===== src/rtl/u_32b_div_if.sv =====
`default_nettype none
// ============================================================================
// Module      : u_32b_div_if
// Description : Request/response bundle for the 32-bit unsigned divider.
//               The master issues start/in1/in2. The slave (the divider)
//               returns busy/done and the results.
// Revision    : 1.0 - initial release
// ============================================================================
interface u_32b_div_if;
  logic        start;
  logic [31:0] in1;
  logic [31:0] in2;
  logic        busy;
  logic        done;
  logic [31:0] quot;
  logic [31:0] rem;
  logic        div_by_zero;

  modport master (
    output start, in1, in2,
    input  busy, done, quot, rem, div_by_zero
  );

  modport slave (
    input  start, in1, in2,
    output busy, done, quot, rem, div_by_zero
  );
endinterface
`default_nettype wire


===== src/rtl/u_32b_div.sv =====
`default_nettype none
// ============================================================================
// Module      : u_32b_div
// Description : 32-bit unsigned restoring divider. It retires one quotient
//               bit per clock, MSB first, so a nonzero divisor takes 32 RUN
//               cycles. A zero divisor completes at once with
//               quot=all-ones, rem=dividend and div_by_zero=1.
// Revision    : 1.0 - initial release
// ============================================================================
module u_32b_div (
  input  logic        clk,
  input  logic        rst,
  u_32b_div_if.slave  div_if
);

  typedef enum logic [1:0] {
    S_IDLE = 2'd0,
    S_RUN  = 2'd1,
    S_DONE = 2'd2
  } state_t;

  localparam logic [4:0] LAST_STEP = 5'd31;

  state_t      state_q;
  logic [31:0] dvd_q;    // dividend bits still to consume; quotient bits shift in at the bottom
  logic [31:0] dvs_q;    // latched divisor
  logic [31:0] prem_q;   // partial remainder
  logic [4:0]  cnt_q;    // steps already completed
  logic [31:0] quot_q;
  logic [31:0] rem_q;
  logic        dbz_q;
  logic        busy_q;
  logic        done_q;

  logic [32:0] shifted_d;
  logic        borrow_d;
  logic [31:0] prem_d;
  logic [31:0] dvd_d;

  // One restoring step. The 33-bit compare detects the borrow. When there is
  // no borrow, the true difference is below the divisor and fits in 32 bits,
  // so a 32-bit subtract yields it exactly.
  always_comb begin
    shifted_d = {prem_q, dvd_q[31]};
    borrow_d  = (shifted_d < {1'b0, dvs_q});
    prem_d    = borrow_d ? shifted_d[31:0] : (shifted_d[31:0] - dvs_q);
    dvd_d     = {dvd_q[30:0], ~borrow_d};
  end

  // Control FSM, datapath and registered outputs. Reset overrides everything.
  always_ff @(posedge clk) begin
    if (rst) begin
      state_q <= S_IDLE;
      dvd_q   <= '0;
      dvs_q   <= '0;
      prem_q  <= '0;
      cnt_q   <= '0;
      quot_q  <= '0;
      rem_q   <= '0;
      dbz_q   <= 1'b0;
      busy_q  <= 1'b0;
      done_q  <= 1'b0;
    end else begin
      done_q <= 1'b0;
      case (state_q)
        S_IDLE, S_DONE: begin
          if (div_if.start) begin
            dvd_q  <= div_if.in1;
            dvs_q  <= div_if.in2;
            prem_q <= '0;
            cnt_q  <= '0;
            if (div_if.in2 == 32'd0) begin
              state_q <= S_DONE;
              busy_q  <= 1'b0;
              done_q  <= 1'b1;
              quot_q  <= '1;
              rem_q   <= div_if.in1;
              dbz_q   <= 1'b1;
            end else begin
              state_q <= S_RUN;
              busy_q  <= 1'b1;
            end
          end else begin
            state_q <= S_IDLE;
            busy_q  <= 1'b0;
          end
        end
        S_RUN: begin
          prem_q <= prem_d;
          dvd_q  <= dvd_d;
          cnt_q  <= cnt_q + 5'd1;
          if (cnt_q == LAST_STEP) begin
            state_q <= S_DONE;
            busy_q  <= 1'b0;
            done_q  <= 1'b1;
            quot_q  <= dvd_d;
            rem_q   <= prem_d;
            dbz_q   <= 1'b0;
          end
        end
        default: begin
          state_q <= S_IDLE;
          busy_q  <= 1'b0;
        end
      endcase
    end
  end

  assign div_if.busy        = busy_q;
  assign div_if.done        = done_q;
  assign div_if.quot        = quot_q;
  assign div_if.rem         = rem_q;
  assign div_if.div_by_zero = dbz_q;

endmodule
`default_nettype wire


===== src/flat_wrapper.sv =====
// flat-port wrapper written by rule: the top's interface ports become plain ports
module u_32b_div_flat 
  (clk, rst, div_if_start, div_if_in1, div_if_in2, div_if_busy, div_if_done, div_if_quot, div_if_rem, div_if_div_by_zero);
  u_32b_div_if div_if_i ();
  input  logic clk;
  input  logic rst;
  input wire logic [$bits(div_if_i.start)-1:0] div_if_start;
  input wire logic [$bits(div_if_i.in1)-1:0] div_if_in1;
  input wire logic [$bits(div_if_i.in2)-1:0] div_if_in2;
  output wire logic [$bits(div_if_i.busy)-1:0] div_if_busy;
  output wire logic [$bits(div_if_i.done)-1:0] div_if_done;
  output wire logic [$bits(div_if_i.quot)-1:0] div_if_quot;
  output wire logic [$bits(div_if_i.rem)-1:0] div_if_rem;
  output wire logic [$bits(div_if_i.div_by_zero)-1:0] div_if_div_by_zero;
  assign div_if_i.start = div_if_start;
  assign div_if_i.in1 = div_if_in1;
  assign div_if_i.in2 = div_if_in2;
  assign div_if_busy = div_if_i.busy;
  assign div_if_done = div_if_i.done;
  assign div_if_quot = div_if_i.quot;
  assign div_if_rem = div_if_i.rem;
  assign div_if_div_by_zero = div_if_i.div_by_zero;
  u_32b_div u_core (.clk(clk), .rst(rst), .div_if(div_if_i));
endmodule

===== config.mk =====
export PLATFORM = sky130hd
export DESIGN_NAME = u_32b_div_flat
export DESIGN_NICKNAME = d
export VERILOG_FILES = /design/src/rtl/u_32b_div_if.sv /design/src/rtl/u_32b_div.sv /design/src/flat_wrapper.sv
export SDC_FILE = /design/constraint.sdc
export NUM_CORES = 1
export LEC_CHECK = 0
export BUFFER_PORTS_ARGS = -buffer_cell sky130_fd_sc_hd__buf_4
export CORE_UTILIZATION = 44
export DETAILED_ROUTE_END_ITERATION = 10
export MAX_ROUTING_LAYER = met4
export RECOVER_POWER = 50
export SETUP_SLACK_MARGIN = 0.5
export SLEW_MARGIN = 20
export SYNTH_ARGS = -nofsm -noshare
export SYNTH_HDL_FRONTEND = slang
export SYNTH_SLANG_ARGS = --single-unit

===== constraint.sdc =====
create_clock -name clk -period 3.2 [get_ports clk]
set_clock_uncertainty 0.05 [all_clocks]
set_input_delay 0 -clock clk [delete_from_list [all_inputs] [get_ports clk]]
set_output_delay 0 -clock clk [all_outputs]
set_load 0.02 [all_outputs]

; After elaboration in Yosys (flattened, before gate mapping)
; Index checks and enable logic that the tools add are counted.
; W data, S select, Z words.
[classes]
bitwise_logic = 1
add_sub_neg = 2
n_eq_ne = 6
n_reduce_logical = 7
muxes = 30
magnitude_cmp = 1
[op_table]
columns = operator, count
row1 = $mux W32, 9
row2 = $pmux W32 S2, 4
row3 = $lt A33 B32 Y1, 1
row4 = $logic_not A32 Y1, 1
row5 = $sub A32 B32 Y32, 1
row6 = $pmux W5 S2, 1
row7 = $mux W1, 8
row8 = $mux W2, 3
row9 = $pmux W1 S2, 3
row10 = $add A5 B1 Y5 const B, 1
row11 = $eq A5 B5 Y1 const B, 1
row12 = $mux W5, 1
row13 = $ne A2 B1 Y1 const B, 2
row14 = $pmux W2 S2, 1
row15 = $reduce_and A2 Y1, 2
row16 = $reduce_and A4 Y1, 1
row17 = $eq A2 B1 Y1 const B, 1
row18 = $eq A2 B2 Y1 const B, 1
row19 = $logic_not A2 Y1, 1
row20 = $ne A2 B2 Y1 const B, 1
row21 = $reduce_bool A2 Y1, 1
row22 = $reduce_or A2 Y1, 1
row23 = $not A1 Y1, 1
[word_totals]
regBits = 170
output_inout_bits = 67

; Logic depth before layout (Yosys ltp)
[depth]
ltp_word = 4
mapped_depth = 13

; Least setup slack after synthesis
; Ideal clock, no wire load.
[synth_timing]
path_kind = register to register
start = register u_core.dvs_q[19]
end = register u_core.rem_q[18], in the netlist u_core.div_if.rem[18]
path_stages_with_launch = 14
synth_period_minus_slack_ns = 2.852
required_time_ns = 3.034
path_slack_ns = 0.348
t_arrival_ns = 2.685
path_cell_list = dfxtp_1 > inv_1 > ha_1 > buf_2 > nand3_1 > nor3_2 > nand3_1 > a211o_1 > a311oi_4 > nand2b_1 > buf_6 > buf_2 > o22ai_1 > a31o_2
[synth_between]
elab_chain_cells = 4
[synth_lines]
columns = item, line_no
row1 = "start, declared", u_32b_div.sv:26  ; logic [31:0] dvs_q;
row2 = "start signal, assigned", u_32b_div.sv:69  ; dvs_q <= div_if.in2;
row3 = $lt A33 B32 Y1, u_32b_div.sv:45  ; borrow_d = (shifted_d < {1'b0, dvs_q});
row4 = $mux W32, u_32b_div.sv:46  ; prem_d = borrow_d ? shifted_d[31:0] : (shifted_d[31:0] - dvs_q);
row5 = $mux W32, u_32b_div.sv:92  ; if (cnt_q == LAST_STEP) begin
row6 = $pmux W32 S2, u_32b_div.sv:65  ; case (state_q)
row7 = "end signal, assigned", u_32b_div.sv:77  ; rem_q <= div_if.in1;
row8 = "end signal, assigned", u_32b_div.sv:97  ; rem_q <= prem_d;
row9 = "end, declared", u_32b_div.sv:30  ; logic [31:0] rem_q;
; No other way between the ends. The select of a mux whose other input is x is not followed.
; A chain may end at the register's enable or synchronous reset.

; Final worst setup path
[layout_timing]
start = register u_core.dvd_q[31]
end = register u_core.rem_q[24], in the netlist u_core.div_if.rem[24]
[layout_between]
elab_chain_cells = 4
[layout_lines]
columns = item, line_no
row1 = "start, declared", u_32b_div.sv:25  ; logic [31:0] dvd_q;
row2 = "start signal, assigned", u_32b_div.sv:68  ; dvd_q <= div_if.in1;
row3 = "start signal, assigned", u_32b_div.sv:90  ; dvd_q <= dvd_d;
row4 = $sub A32 B32 Y32 / $lt A33 B32 Y1 (equally long branches), "u_32b_div.sv:46, u_32b_div.sv:45"
row5 = $mux W32 (*), u_32b_div.sv:46
row6 = $mux W32 (*), u_32b_div.sv:92
row7 = $pmux W32 S2 (*), u_32b_div.sv:65
; Mark *: on every way between the ends. The rest lies on a longest branch, timed or not. The select of a mux whose other input is x is not followed.

==> run metrics <==
WP depth=12; Post-Place Setup Slack=-0.0322 ns; Register-to-Register Path Depth=12; Filler Cells Inserted=1,720; count of port buffers added during placement=133; Crit. End Element=flip-flop; floorplan core area=19,500 µm²; list of cells traversed by the critical path=inv_2, ha_4, inv_2, fa_2, a2111o_1, a31oi_4, nand4b_1, nand2_2, a2111o_1, a21oi_2, xor2_2, o22ai_1; number of buffers created by CTS=17; flip-flop and latch count after synthesis=169; fraction of the yosys area taken by sequential cells=0.387; number of different library cells in the post-synthesis netlist=63; power per unit of standard cell area=1230 nW/µm²; Clock transition at path regs=0.07 ns; worst setup path endpoint=u_core.div_if.rem[24]$_SDFFE_PP0P_; cell leakage power=4.84 nW; Critical Setup Path Class=reg -> reg; routed wirelength normalized by instance count=18.2 µm; clock tree from TritonCTS=built; number of sinks on the clock net=169; number of nets in the layout=1,433; Critical Path Start=u_core.dvd_q[31]$_SDFFE_PP0P_; most instantiated library cell after synthesis=sky130_fd_sc_hd__nand2_1; portion of the clock cycle consumed by the worst path in the final layout=0.928; synthesized area divided by synthesized cell count=7.90 µm²; nets in the synthesized netlist=1,207; worst reg2reg path endpoint=u_core.div_if.rem[24]$_SDFFE_PP0P_; count of endpoints failing hold in the final timing report=0; Placer Congestion=0.934; headroom to the max-slew limit=0.402; P&R area growth vs syn=42.5%; final core utilization=0.640; run status=complete, no violations; floorplan row count=51; setup-violating endpoint count in the final report=0; min-delay worst type=in -> reg; pin count of the biggest net entering global routing=71; final critical-path setup slack=0.230 ns; prevailing post-synth register cell=sky130_fd_sc_hd__dfxtp_1; Via Count=9,008; H-tree depth reported by CTS=4; fin crit period=2.97 ns; first-pass iteration count of the detailed router=5; post-synth top area share=0.387; number of DRC markers after the initial detailed-route iteration=626; unrepaired setup endpoints after global routing=yes; final non-filler cell area=12,500 µm²; global-route wire length before repair=45,000 µm; worst hold slack across all endpoints=0.0190 ns; ANT cells=0; dpl cell area=10,300 µm²; biggest cell delay along the critical path=0.42 ns; Ports=134; async set-or-reset flop fraction in the synthesized netlist=0; cell count after synthesis=1,105; total congestion overflow=0; overall power after layout=15.4 mW; Slew Limit Fails=0; die span in x=143 µm; average via count per standard cell=5.60; cell with the largest stage delay on the worst path=sky130_fd_sc_hd__a2111o_1; latest clock arrival within the worst-skew pair=0.44 ns; worst-case vdd ir drop=761 µV; root buffer selected by CTS=sky130_fd_sc_hd__clkbuf_16; vias in the first global route=8,371; Critical Path RT=3.45 ns; number of maximum-capacitance violations=0; Worst Max-Slew Pin Slew=0.894 ns; buffer and inverter count on the worst path=2; CP startpoint kind=flip-flop; placed wire-length estimate=20,200 µm; Die Y-Extent=143 µm; total die area=20,400 µm²; area of the mapped netlist=8730 µm²; buffer depth of the longest clock path=2; synth warn=0; sum of routed wire length over all layers=29,200 µm; dominant cell type by area after synthesis=sky130_fd_sc_hd__dfxtp_1; Max Fanout on Critical Path=3; number of routed nets with antenna violations=0; fraction of final layout cells with drive strength greater than 1=0.229; worst reg2reg path startpoint=u_core.dvd_q[31]$_SDFFE_PP0P_; top post-synthesis cells by area=sky130_fd_sc_hd__dfxtp_1, sky130_fd_sc_hd__nand2_1, sky130_fd_sc_hd__nor2_1, sky130_fd_sc_hd__ha_1, sky130_fd_sc_hd__a211oi_1; detailed-route DRC error count=0; number of flops mapped to enable cells by yosys=0; setup slack of the most critical reg-to-reg path=0.23 ns; max frequency=337 MHz; synth cell count leaders=sky130_fd_sc_hd__nand2_1, sky130_fd_sc_hd__dfxtp_1, sky130_fd_sc_hd__nor2_1, sky130_fd_sc_hd__a21oi_1, sky130_fd_sc_hd__clkbuf_1; overall track demand over capacity in global routing=0.295; Arrival @ worst endpoint=3.22 ns; cell family with the largest share of critical-path delay=compound AO/OA/AOI/OAI gates; number of antenna violations at the first check in global routing=0; effective utilization at floorplan=0.449
worst min path at each step:
stage	slack, ns	cells after the start	endpoint	from
floorplan	0.09	2	u_core.dvs_q[10]$_SDFFE_PP0P_	div_if_in2[10]
global placement	0.21	3	u_core.dvs_q[17]$_SDFFE_PP0P_	div_if_in2[17]
detailed placement	0.22	3	u_core.dvs_q[12]$_SDFFE_PP0P_	div_if_in2[12]
CTS	0.002	2	u_core.cnt_q[0]$_SDFFE_PP0P_	rst
global route	0.03	2	u_core.cnt_q[3]$_SDFFE_PP0P_	rst
finish	0.02	2	u_core.cnt_q[0]$_SDFFE_PP0P_	rst
metal layers:
metal,routed length (µm),track usage,vias to the layer above
met5,0,-,-
met1,14300,0.407,4234
li1,-,-,4419
met4,760,0.102,0
met2,12700,0.440,299
met3,1460,0.0416,56
cell type report:
type | count | area (µm²) | area share
Multi-Input combinational cell | 815 | 5660 | 0.454
Clock buffer | 18 | 429 | 0.0345
Tap cell | 265 | 332 | 0.0266
Clock inverter | 14 | 151 | 0.0122
Inverter | 41 | 154 | 0.0124
Sequential cell | 169 | 3410 | 0.274
Timing Repair Buffer | 287 | 2320 | 0.186
cell usage in the layout, fill, tap and decap left out, drive strengths merged, types with 3 or more instances in the layout:
cell | synthesis | final
a21oi | 74 | 74
xor2 | 9 | 9
xnor2 | 15 | 15
a22oi | 9 | 9
nand4 | 11 | 11
a221oi | 3 | 3
a311oi | 43 | 43
o21a | 6 | 6
nand2 | 189 | 189
o21ai | 48 | 48
and4 | 3 | 3
nor4 | 10 | 10
nor3 | 6 | 6
a21bo | 3 | 3
nand2b | 8 | 8
o221ai | 3 | 3
o21bai | 24 | 24
nor2 | 128 | 128
nand3b | 3 | 3
nor2b | 5 | 5
o211ai | 5 | 5
inv | 41 | 49
dlygate4sd3 | 0 | 68
a221o | 3 | 3
a32oi | 6 | 6
dfxtp | 169 | 169
and2 | 5 | 5
nand3 | 25 | 25
clkbuf | 57 | 88
mux2i | 15 | 15
buf | 23 | 148
or3 | 3 | 3
ha | 34 | 34
clkinv | 0 | 5
a21o | 14 | 14
a211oi | 56 | 56
a31oi | 11 | 11
and3 | 10 | 10
sequential cells by signal, indices dropped and copies added (netlist names):
name and cells:
u_core.div_if.quot 32, u_core.div_if.rem 32, u_core.dvd_q 32, u_core.dvs_q 32, u_core.prem_q 32, u_core.cnt_q 5
u_core.state_q 2, u_core.div_if.div_by_zero 1, u_core.div_if.done 1
timing repair:
item                                    in CTS  in global routing
setup buffers                               19                 18
hold buffers                                68                  0
endpoints found under the hold margin       94                  0
endpoints found under the setup margin      66                 74
gates resized for setup                     92                 75
pin swaps                                   24                 28
gates cloned                                 4                  0
power breakdown:
| part | leakage [nW] | switching [mW] | total (mW) | internal, mW |
|---|---|---|---|---|
| logic | 3.17 | 5.30 | 10.7 | 5.35 |
| registers | 1.38 | 0.301 | 2.65 | 2.35 |
| clock network | 0.282 | 1.00 | 2.05 | 1.05 |
cell families (layout without fill, tap and decap cells):
family | count (synthesis) | count (layout) | share of synthesized area
compound gates | 329 | 329 | 0.261
xor+xnor | 24 | 24 | 0.0241
fa+ha+maj | 35 | 35 | 0.0510
buf+inv | 121 | 360 | 0.0563
flops | 169 | 169 | 0.387
mux | 15 | 15 | 0.0172
simple gates | 412 | 412 | 0.203
through the flow:
step	setup TNS, ns	std cells
after global placement	-0.0739	1468
after floorplan	0	1105
final	0	1609
after detailed placement	-0.0322	1468
after global routing	0	1609
after CTS	0	1591
(Power assumes the default switching activity.)
